$ cat src/rtl/jnt_pkg.sv
// Shared types and constants for the joint step generator: angle/delta words,
// the default per-step clamp and the sequencer state encoding.
package jnt_pkg;

  localparam int ANGLE_W = 32;

  typedef logic        [ANGLE_W-1:0] angle_t;
  typedef logic signed [ANGLE_W-1:0] delta_t;

  localparam angle_t DEFAULT_MAX_STEP = 32'h0100_0000;

  typedef enum logic [1:0] {
    IDLE = 2'd0,
    CALC = 2'd1,
    EMIT = 2'd2,
    DONE = 2'd3
  } state_t;

endpackage

$ cat src/rtl/jnt_step_clamp.sv
// One joint: shortest-path signed difference between target and current phase
// words, clamped to +/-MAX_STEP. Purely combinational.
module jnt_step_clamp
  import jnt_pkg::*;
#(
  parameter logic [31:0] MAX_STEP = DEFAULT_MAX_STEP
) (
  input  logic [31:0] tgt,
  input  logic [31:0] cur,
  output logic [31:0] step
);

  delta_t diff;
  delta_t lim;

  // Modular subtraction read as signed gives the shortest arc; 0x8000_0000 is -2^31.
  always_comb begin
    diff = delta_t'(tgt - cur);
    lim  = delta_t'(MAX_STEP);
    if (diff > lim) begin
      step = lim;
    end else if (diff < -lim) begin
      step = -lim;
    end else begin
      step = diff;
    end
  end

endmodule

$ cat src/rtl/jnt_step_gen.sv
// Joint step generator: tracks commanded angles and walks them toward an
// absolute target in clamped increments. Define STEP_CNT_EN to add step_cnt.
module jnt_step_gen
  import jnt_pkg::*;
#(
  parameter logic [31:0] MAX_STEP  = DEFAULT_MAX_STEP,
  parameter logic [31:0] INIT_JNT0 = 32'd0,
  parameter logic [31:0] INIT_JNT1 = 32'd0,
  parameter logic [31:0] INIT_JNT2 = 32'd0
) (
  input  logic        clk,
  input  logic        reset,
  input  logic        tgt_valid,
  output logic        tgt_ready,
  input  logic [31:0] tgt_jnt_0,
  input  logic [31:0] tgt_jnt_1,
  input  logic [31:0] tgt_jnt_2,
  output logic        step_valid,
  input  logic        step_ready,
  output logic [31:0] step_jnt_0,
  output logic [31:0] step_jnt_1,
  output logic [31:0] step_jnt_2,
  output logic [31:0] cur_jnt_0,
  output logic [31:0] cur_jnt_1,
  output logic [31:0] cur_jnt_2,
  input  logic        abort,
  output logic        busy,
  output logic        done
`ifdef STEP_CNT_EN
  ,
  output logic [15:0] step_cnt
`endif
);

  state_t      state;
  state_t      state_nxt;

  logic [31:0] tgt_in [3];
  logic [31:0] tgt_q  [3];
  logic [31:0] cur_q  [3];
  logic [31:0] step_q [3];
  logic [31:0] step_c [3];

  logic        accept;
  logic        step_fire;
  logic        load_step;
  logic        all_zero;

  assign tgt_in[0] = tgt_jnt_0;
  assign tgt_in[1] = tgt_jnt_1;
  assign tgt_in[2] = tgt_jnt_2;

  for (genvar g = 0; g < 3; g++) begin : g_clamp
    jnt_step_clamp #(.MAX_STEP(MAX_STEP)) u_clamp (
      .tgt  (tgt_q[g]),
      .cur  (cur_q[g]),
      .step (step_c[g])
    );
  end

  // Handshakes: a transfer happens on a clock edge where valid and ready are
  // both high. tgt_ready is high only in IDLE; step_valid holds with stable
  // data until step_ready, and drops without a transfer only on abort/reset.
  assign accept    = (state == IDLE) && tgt_valid;
  assign step_fire = (state == EMIT) && step_ready;
  assign all_zero  = (step_c[0] == 32'd0) && (step_c[1] == 32'd0) && (step_c[2] == 32'd0);
  assign load_step = (state == CALC) && !abort && !all_zero;

  always_comb begin
    state_nxt = state;
    case (state)
      IDLE: if (tgt_valid) state_nxt = CALC;
      CALC: begin
        if (abort)         state_nxt = IDLE;
        else if (all_zero) state_nxt = DONE;
        else               state_nxt = EMIT;
      end
      EMIT: begin
        if (abort)           state_nxt = IDLE;
        else if (step_ready) state_nxt = CALC;
      end
      DONE:    state_nxt = IDLE;
      default: state_nxt = IDLE;
    endcase
  end

  always_ff @(posedge clk) begin
    if (reset) begin
      state    <= IDLE;
      cur_q[0] <= INIT_JNT0;
      cur_q[1] <= INIT_JNT1;
      cur_q[2] <= INIT_JNT2;
      for (int i = 0; i < 3; i++) begin
        tgt_q[i]  <= 32'd0;
        step_q[i] <= 32'd0;
      end
    end else begin
      state <= state_nxt;
      for (int i = 0; i < 3; i++) begin
        if (accept)    tgt_q[i]  <= tgt_in[i];
        if (load_step) step_q[i] <= step_c[i];
        // An abort coinciding with the handshake still commits the step.
        if (step_fire) cur_q[i]  <= cur_q[i] + step_q[i];
      end
    end
  end

  assign tgt_ready  = (state == IDLE);
  assign step_valid = (state == EMIT);
  assign busy       = (state == CALC) || (state == EMIT);
  assign done       = (state == DONE);

  assign step_jnt_0 = step_q[0];
  assign step_jnt_1 = step_q[1];
  assign step_jnt_2 = step_q[2];
  assign cur_jnt_0  = cur_q[0];
  assign cur_jnt_1  = cur_q[1];
  assign cur_jnt_2  = cur_q[2];

`ifdef STEP_CNT_EN
  logic [15:0] cnt_q;

  always_ff @(posedge clk) begin
    if (reset) begin
      cnt_q <= 16'd0;
    end else if (accept) begin
      cnt_q <= 16'd0;
    end else if (step_fire && (cnt_q != 16'hFFFF)) begin
      cnt_q <= cnt_q + 16'd1;
    end
  end

  assign step_cnt = cnt_q;
`endif

endmodule

$ cat config.mk
export PLATFORM = sky130hd
export DESIGN_NAME = jnt_step_gen
export DESIGN_NICKNAME = d
export VERILOG_FILES = /design/src/rtl/jnt_pkg.sv /design/src/rtl/jnt_step_clamp.sv /design/src/rtl/jnt_step_gen.sv
export SDC_FILE = /design/constraint.sdc
export NUM_CORES = 1
export LEC_CHECK = 0
export ABC_AREA = 1
export CORE_MARGIN = 4
export CORE_UTILIZATION = 55
export DETAILED_ROUTE_END_ITERATION = 6
export GPL_TIMING_DRIVEN = 1
export PLACE_DENSITY = 0.79
export SLEW_MARGIN = 5
export SYNTH_ARGS = -nofsm -noshare
export SYNTH_HDL_FRONTEND = slang
export SYNTH_SLANG_ARGS = --single-unit
$ cat constraint.sdc
create_clock -name clk -period 11.5 [get_ports clk]
set_clock_uncertainty 0.05 [all_clocks]
set_input_delay 2.3 -clock clk [delete_from_list [all_inputs] [get_ports clk]]
set_output_delay 2.3 -clock clk [all_outputs]
set_load 0.02 [all_outputs]
# After elaboration in Yosys (flattened, before gate mapping)
# Memories as Yosys holds them, arrays and structs flattened.
# Index checks and enable logic that the tools add are counted.
# W data, S select, Z words.
dict set report op_classes {
  addsub 6
  order_cmp 6
  eq_ne 5
  mux 32
  n_bitwise 9
  reduce_logical 14
}
# operator count
set op_table {}
lappend op_table {{$mux W32} 15}
lappend op_table {{$add A32 B32 Y32} 3}
lappend op_table {{$gt A32 B26 Y1 const B} 3}
lappend op_table {{$logic_not A32 Y1} 3}
lappend op_table {{$lt A32 B25 Y1 const B} 3}
lappend op_table {{$sub A32 B32 Y32} 3}
lappend op_table {{$mux W1} 12}
lappend op_table {{$or A1 B1 Y1} 9}
lappend op_table {{$mux W2} 4}
lappend op_table {{$pmux W2 S4} 1}
lappend op_table {{$logic_and A1 B1 Y1} 6}
lappend op_table {{$eq A2 B2 Y1 const B} 2}
lappend op_table {{$ne A3 B1 Y1 const B} 1}
lappend op_table {{$eq A2 B1 Y1 const B} 1}
lappend op_table {{$logic_not A1 Y1} 2}
lappend op_table {{$logic_not A2 Y1} 1}
lappend op_table {{$ne A2 B2 Y1 const B} 1}
lappend op_table {{$reduce_and A2 Y1} 1}
lappend op_table {{$logic_or A1 B1 Y1} 1}
dict set report word_totals {
  ff_bits 2
  mem_bits_rw 288
  elab_cells 76
  mem_count 3
}
# name depth width rd rd_clocked_by_memory_dff wr line
set mem_list {}
lappend mem_list {cur_q 3 32 3 0 3 jnt_step_gen.sv:40} ;# logic [31:0] cur_q [3];
lappend mem_list {step_q 3 32 3 0 3 jnt_step_gen.sv:41} ;# logic [31:0] step_q [3];
lappend mem_list {tgt_q 3 32 3 0 3 jnt_step_gen.sv:39} ;# logic [31:0] tgt_q [3];

# Logic depth before layout (Yosys ltp)
# Gate-level depths: netlist (run 1).
# An unclocked memory read counts as a cell.
dict set report logic_depth {
  word_depth 14
  depth_mapped 32
  mapped_depth_nobuf 29
}

# Hierarchy
# Synthesis (run 1) repeated with hierarchy kept, for this count alone.
dict set report hier_totals {
  cells_unflattened 4493
  hier_area_um2 28461.0
}
# module n_inst cells_each area_per_inst_um2
set by_module_without_submodules {}
lappend by_module_without_submodules {jnt_step_gen 1 2399 18119.9}
lappend by_module_without_submodules {jnt_step_clamp 3 698 3447.1}

# Worst setup path after synthesis (run 1)
# OpenSTA, ideal clock, no wires.
dict set report synth_timing {
  path_kind {in2reg}
  startpoint {input port step_ready}
  endpoint {memory cur_q[0][0] (enable)}
  setup_time_ps 683
  arrival_ps 9070
  required_time_ps 10767
  setup_slack_ps 1697
  path_stages 2
  path_cell_list {inv_1 -> o21ai_0}
}
# item line
set synth_rtl {}
lappend synth_rtl {{start, declared} jnt_step_gen.sv:19} ;# input logic step_ready,
lappend synth_rtl {{end, declared} jnt_step_gen.sv:40}

==> impl_metrics.py, run 1 <==
metrics = {
    "status": {
        "status": "complete, no violations",
    },
    "routing": {
        "drt-initial-drc-count": 2449,
        "vias_per_cell": 5.43,
        "vias": 24300,
        "detail-route-antenna-nets": 0,
        "wl_per_cell_um": 17.7,
        "firstDrtPassIters": 6,
        "wirelength_um": 79200,
        "drc": 0,
    },
    "finish": {
        "num-fill-cells": 4040,
        "nets": 4169,
        "drive_above_1_share_pct": 2.13,
        "final_area_um2": 29100,
        "area_growth_pct": 18.7,
        "n_antenna_cell": 0,
    },
    "critical_path": {
        "reg2regPathDepth": 25,
        "worst-endpoint-required_ps": 11720,
        "worstPathArrival_ps": 6610,
        "r2r-start": "cur_q[0][32]$_SDFFCE_PN0P_",
        "cp-end-kind": "register",
        "reg2reg_to": "step_q[0][82]$_SDFFCE_PN0P_",
        "reg2reg_setup_slack_ps": 5110,
        "cp-start-kind": "register",
        "crit_type": "register to register",
        "cp_max_fo": 60,
    },
    "clocking": {
        "post_cts_buffers": 0,
        "cts_made_buffers": 34,
        "clkTransAtPathRegs_ps": 70,
        "tritoncts": "yes",
        "cts_root_buffer": "clkbuf_16",
        "cts_max_level": 2,
        "max-clock-path-buffers": 3,
        "cts.sinks": 290,
        "ctsResizeCount": 0,
        "clock_latency_ps": 570,
        "cts_hold_buf": 0,
    },
    "power_and_ir_drop": {
        "power_density_nw_per_um2": 126,
        "switching_share_pct": 38.3,
        "power_leakage_nw": 14.4,
        "clkPwrFrac_pct": 28.2,
        "combPwrFrac_pct": 36.0,
        "max-vdd-ir-drop_v": 0.000124,
        "intPower_mw": 2.26,
        "seqPwrFrac_pct": 35.8,
        "p_switching_mw": 1.40,
    },
    "timing": {
        "slew_headroom_pct": 21.1,
        "rsz0062_at_grt": "false",
        "drv_slew": 0,
        "hold_violations": 0,
        "max_freq_mhz": 157,
        "setup_tns_ps": 0,
        "fin_hold_ws_ps": 484,
        "setup_violations": 0,
        "worst_pin_slew_ps": 1180,
        "post-route-min-period_ps": 6390,
        "period_share_pct": 55.5,
    },
    "placed_design": {
        "gp_congestion": 0.988,
        "io_buffers": 296,
        "dpl_cell_area_um2": 28100,
        "hpwl_um": 62100,
    },
    "min_path": {
        "hp-start": "state[1]$_SDFFE_PP0P_",
        "hold_path_class": "register to register",
        "whs_endpoint": "state[1]$_SDFFE_PP0P_",
        "hold_depth": 2,
    },
    "synth": {
        "ys_async_sr_fraction_pct": 0,
        "syn-cell-area_um2": 24500,
        "synth_top_area_share_pct": 35.3,
        "ys_types": 50,
        "synth_common_cells": "nand2_1, inv_1, nor2_1",
        "ys_seq_elements": 290,
        "synthFlopType": "edfxtp_1",
        "syn_inst": 3579,
        "syn_nets": 3879,
        "yosysWarnings": 0,
        "yosysTopAreaCell": "edfxtp_1",
        "synth_most_common_cell": "nand2_1",
        "ys_top_cells_by_area": "edfxtp_1, nand2_1, inv_1, ha_1, nor2_1",
        "ys_seq_area_share_pct": 35.5,
        "synth_edf_count": 288,
        "syn_avg_cell_area_um2": 6.84,
    },
    "floorplan": {
        "coreArea_um2": 44100,
        "initial_utilization_pct": 55.5,
        "rows": 77,
        "fp.dieH_um": 219,
        "pin_count": 297,
        "die_area_um2": 48000,
        "dieWidth_um": 219,
    },
    "global_routing": {
        "grt_pass1_wl_um": 120000,
        "grt_max_degree": 68,
        "antenna_found_initial": 0,
        "grt_pass1_vias": 22400,
        "grt_overflow_total": 0,
        "grt_usage_pct": 31.9,
    },
    "run": {
        "cap_violations": 0,
    },
}
[placed cells by master (no fill, tap or decap), types with 11 or more instances in the layout]
master and count:
a21boi_0 13, a21oi_1 269, a31oi_1 11, and2_1 15
clkbuf_16 35, clkdlybuf4s50_1 296, edfxtp_1 288, ha_1 193
inv_1 665, nand2_1 1021, nand3_1 154, nand3b_1 24
nand4_1 41, nor2_1 506, nor3_1 25, o21a_1 30
o21ai_0 147, o41ai_1 11, xnor2_1 13
[final cells by class]
| type | count | area (µm²) | share of cell area (%) |
|---|---|---|---|
| multi-input cells | 2567 | 13100 | 45.0 |
| clock buffers | 45 | 913 | 3.14 |
| inverters | 671 | 2520 | 8.67 |
| flip-flops and latches | 290 | 8690 | 29.9 |
| well taps | 592 | 741 | 2.55 |
| repair buffers | 305 | 3030 | 10.4 |
| clock inverters | 14 | 96.3 | 0.331 |
[flip-flops by register name, indices dropped and copies added (netlist names)]
register and count:
tgt_q 96, cur_q 96, state 2, step_q 96
[metrics by stage]
stage | worst slack, ps | power (mW) | instances | utilization, %
global route | 4550 | 3.87 | 4484 | 65.9
global placement | 5370 | 2.61 | 4425 | 63.6
finish | 5110 | 3.67 | 4484 | 65.9
CTS | 5170 | 3.65 | 4484 | 65.9
floorplan | 1700 | 2.22 | 3579 | -
detailed placement | 5190 | 2.62 | 4425 | 63.6
[routing by layer]
metal,GRT usage (%),part of all wire (%),up-vias
met5,0,0,-
met4,9.75,2.9,0
met3,4.64,9.0,140
met2,50.2,44,1024
met1,45.8,44,11100
li1,-,-,12100
[power groups by stage]
stage / clock network [mW] / logic, mW / registers [mW]
3_3_place_gp: 0 / 1.28 / 1.33
6_report: 1.03 / 1.32 / 1.31
3_5_place_dp: 0 / 1.29 / 1.33
4_1_cts: 1.04 / 1.30 / 1.31
5_1_grt: 1.08 / 1.47 / 1.32
2_1_floorplan: 0 / 0.867 / 1.35
[cells by family (layout without fill, tap and decap cells)]
group                    count (synthesis)  count (layout)  share of synthesized area (%)
buffers and inverters                  722            1035                           11.3
AND/OR/NAND/NOR                       1820            1820                           30.1
AO/OA/AOI/OAI                          528             528                           12.0
adder cells (fa/ha/maj)                199             199                           10.3
flip-flops                             290             290                           35.5
XOR/XNOR                                20              20                          0.715
[worst max-delay path: stages, from the launching register on]
cell and delay [ps]:
edfxtp_1 390, ha_1 160, inv_1 70, fa_1 460, nand3_1 120, nand3_1 150, nand2_1 100, nand2_1 100
nand2_1 100, nand2_1 100, nand2_1 110, nand2_1 80, nand2_1 70, nand2_1 90, nor4_1 230, nand2_1 80
ha_1 820, clkinv_1 490, and2_1 310, o41ai_1 440, nand4_1 180, nor2_1 180, nand3_2 120, nand3_4 350
buf_4 610, nor2_1 100
[worst max-delay path by stage]
stage	start	endpoint	slack, ps	depth (start not counted)
3_3_place_gp	tgt_q[0][32]$_SDFFCE_PN0P_	step_q[0][54]$_SDFFCE_PN0P_	5370	26
5_1_grt	cur_q[0][32]$_SDFFCE_PN0P_	step_q[0][95]$_SDFFCE_PN0P_	4550	25
2_1_floorplan	step_ready	cur_q[0][0]$_SDFFCE_PN0P_	1700	2
4_1_cts	cur_q[0][32]$_SDFFCE_PN0P_	step_q[0][82]$_SDFFCE_PN0P_	5170	25
6_report	cur_q[0][32]$_SDFFCE_PN0P_	step_q[0][82]$_SDFFCE_PN0P_	5110	25
3_5_place_dp	tgt_q[0][32]$_SDFFCE_PN0P_	step_q[0][1]$_SDFFCE_PN0P_	5190	26
Note: power is estimated with default switching activity, not from simulation.
==> run 2, diff against run 1 <==
--- a/config.mk
+++ b/config.mk
@@ -7,10 +7,10 @@
 export LEC_CHECK = 0
 export ABC_AREA = 1
 export CORE_MARGIN = 4
-export CORE_UTILIZATION = 55
+export CORE_UTILIZATION = 52
 export DETAILED_ROUTE_END_ITERATION = 6
 export GPL_TIMING_DRIVEN = 1
-export PLACE_DENSITY = 0.79
+export PLACE_DENSITY = 0.78
 export SLEW_MARGIN = 5
 export SYNTH_ARGS = -nofsm -noshare
 export SYNTH_HDL_FRONTEND = slang
==> constraint.sdc (replaced) <==
create_clock -name clk -period 5.8 [get_ports clk]
set_clock_uncertainty 0.05 [all_clocks]
set_input_delay 1.16 -clock clk [delete_from_list [all_inputs] [get_ports clk]]
set_output_delay 1.16 -clock clk [all_outputs]
set_load 0.02 [all_outputs]
==> run 2 against run 1 <==
The run now ends with DRC left; register-to-register slack worse by 4700 ps; first-iteration DRC count shrank 1.3%; combinational power increased by 100%; power grew 110%; critical path depth is 2 higher; via count up 0.21%; largest power group unchanged.
==> impl_metrics.py, run 2 (synthesis gave the netlist of run 1 again) <==
metrics = {
    "status": {
        "status": "finished, violations left",
        "violations": "DRC",
    },
    "critical_path": {
        "worstPathArrival_ps": 5640,
        "cp-end-kind": "register",
        "reg2reg_setup_slack_ps": 420,
        "reg2regPathDepth": 27,
        "cp_max_fo": 31,
        "cp-start-kind": "register",
        "worst-endpoint-required_ps": 6060,
        "crit_type": "register to register",
    },
    "floorplan": {
        "pin_count": 297,
        "die_area_um2": 50600,
        "coreArea_um2": 46600,
        "dieWidth_um": 225,
        "initial_utilization_pct": 52.6,
        "rows": 79,
        "fp.dieH_um": 225,
    },
    "global_routing": {
        "grt_usage_pct": 30.6,
        "grt_overflow_total": 0,
        "grt_max_degree": 68,
        "grt_pass1_vias": 22400,
        "grt_pass1_wl_um": 123000,
        "antenna_found_initial": 2,
    },
    "power_and_ir_drop": {
        "p_switching_mw": 2.84,
        "intPower_mw": 4.69,
        "clkPwrFrac_pct": 30.2,
        "max-vdd-ir-drop_v": 0.000252,
        "finalPower_mw": 7.54,
        "power_density_nw_per_um2": 256,
        "seqPwrFrac_pct": 34.6,
        "power_leakage_nw": 14.5,
        "switching_share_pct": 37.7,
        "combPwrFrac_pct": 35.2,
    },
    "timing": {
        "max_freq_mhz": 186,
        "drv_slew": 0,
        "setup_tns_ps": 0,
        "post-route-min-period_ps": 5380,
        "hold_violations": 0,
        "worst_pin_slew_ps": 1060,
        "slew_headroom_pct": 29.4,
        "period_share_pct": 92.7,
        "setup_violations": 0,
        "rsz0062_at_grt": "false",
        "finalWorstSetupSlack_ps": 421,
    },
    "routing": {
        "wirelength_um": 80000,
        "detail-route-antenna-nets": 0,
        "firstDrtPassIters": 7,
        "wl_per_cell_um": 17.7,
        "drt-initial-drc-count": 2416,
        "vias": 24400,
        "drc": 1,
        "vias_per_cell": 5.39,
    },
    "clocking": {
        "cts_root_buffer": "clkbuf_16",
        "cts_made_buffers": 35,
        "post_cts_buffers": 0,
        "cts_hold_buf": 0,
        "tritoncts": "yes",
        "clkTransAtPathRegs_ps": 60,
        "clock_latency_ps": 570,
        "cts_max_level": 2,
        "max-clock-path-buffers": 3,
        "cts.sinks": 290,
    },
    "placed_design": {
        "post-place-ws_ps": 570,
        "gp_congestion": 1.04,
        "hpwl_um": 64200,
        "io_buffers": 296,
    },
    "min_path": {
        "hold_depth": 2,
        "hold_path_class": "register to register",
    },
    "finish": {
        "mostFrequentLayoutCells": "nand2_1, inv_1, nor2_1, clkdlybuf4s50_1, edfxtp_1",
        "area_growth_pct": 20.1,
        "drive_above_1_share_pct": 2.84,
        "reg_top3": "cur_q (96), step_q (96), tgt_q (96)",
        "layout_commonest_cell": "nand2_1",
        "nets": 4185,
        "num-fill-cells": 4224,
    },
    "run": {
        "cap_violations": 0,
    },
}
[run 2: path summary, 6_finish.rpt]
kind / startpoint / endpoint
worst max-delay path: tgt_q[0][32]$_SDFFCE_PN0P_ / step_q[0][46]$_SDFFCE_PN0P_
worst min-delay path: state[1]$_SDFFE_PP0P_ / state[1]$_SDFFE_PP0P_
worst max register to register: tgt_q[0][32]$_SDFFCE_PN0P_ / step_q[0][46]$_SDFFCE_PN0P_
worst min register to register: state[1]$_SDFFE_PP0P_ / state[1]$_SDFFE_PP0P_
[run 2: layout make-up]
type	count	area [µm²]	share of cell area [%]
well taps	607	759	2.58
flip-flops and latches	290	8690	29.5
multi-input cells	2567	13100	44.5
repair buffers	320	3190	10.9
inverters	671	2520	8.56
clock buffers	41	930	3.16
clock inverters	22	238	0.808
diodes	1	2.50	0.00851
[run 2: critical path: stages (launching register included)]
cell	delay (ps)
edfxtp_1	360
inv_1	70
ha_1	140
inv_1	70
fa_1	480
nand3_1	130
nand3_1	160
nand2_1	100
nand2_1	130
nand2_1	110
nand2_1	70
nand2_1	130
nand2_1	90
nand2_1	70
nand2_1	90
nor4_1	190
nand2_1	110
ha_1	430
clkinv_1	290
and2_1	260
o41ai_1	370
buf_4	170
nand4_1	100
nor2_1	220
nand3_2	130
nand3_4	260
buf_12	240
nor2_1	70
[run 2: per-stage QoR]
| step | utilization, % | instances | hold WS [ps] | instance area (µm²) |
|---|---|---|---|---|
| 6_report | 63.2 | 4519 | 458 | 29400 |
| 5_1_grt | 63.2 | 4518 | 490 | 29400 |
| 4_1_cts | 63.2 | 4518 | 459 | 29400 |
| 3_5_place_dp | 60.7 | 4455 | 448 | 28200 |
| 3_3_place_gp | 60.7 | 4455 | 444 | 28200 |
| 2_1_floorplan | - | 3579 | 417 | 24500 |
[run 2: power groups by stage]
stage	registers (mW)	logic [mW]	clock network (mW)
final	2.60	2.66	2.28
after global routing	2.61	2.96	2.39
after CTS	2.60	2.61	2.30
after detailed placement	2.64	2.60	0
after global placement	2.64	2.59	0
after floorplan	2.68	1.72	0
[run 2: repair_timing]
item                       4_1_cts  5_1_grt
hold endpoints to repair         0        0
setup endpoints to repair        0       98
resized for setup                0        1
[run 2: layer usage]
| metal | global-route usage, % | wire [µm] |
|---|---|---|
| met2 | 48.8 | 35700 |
| met4 | 9.72 | 2420 |
| met3 | 4.32 | 7250 |
| met5 | 0 | 13 |
| met1 | 43.5 | 34600 |
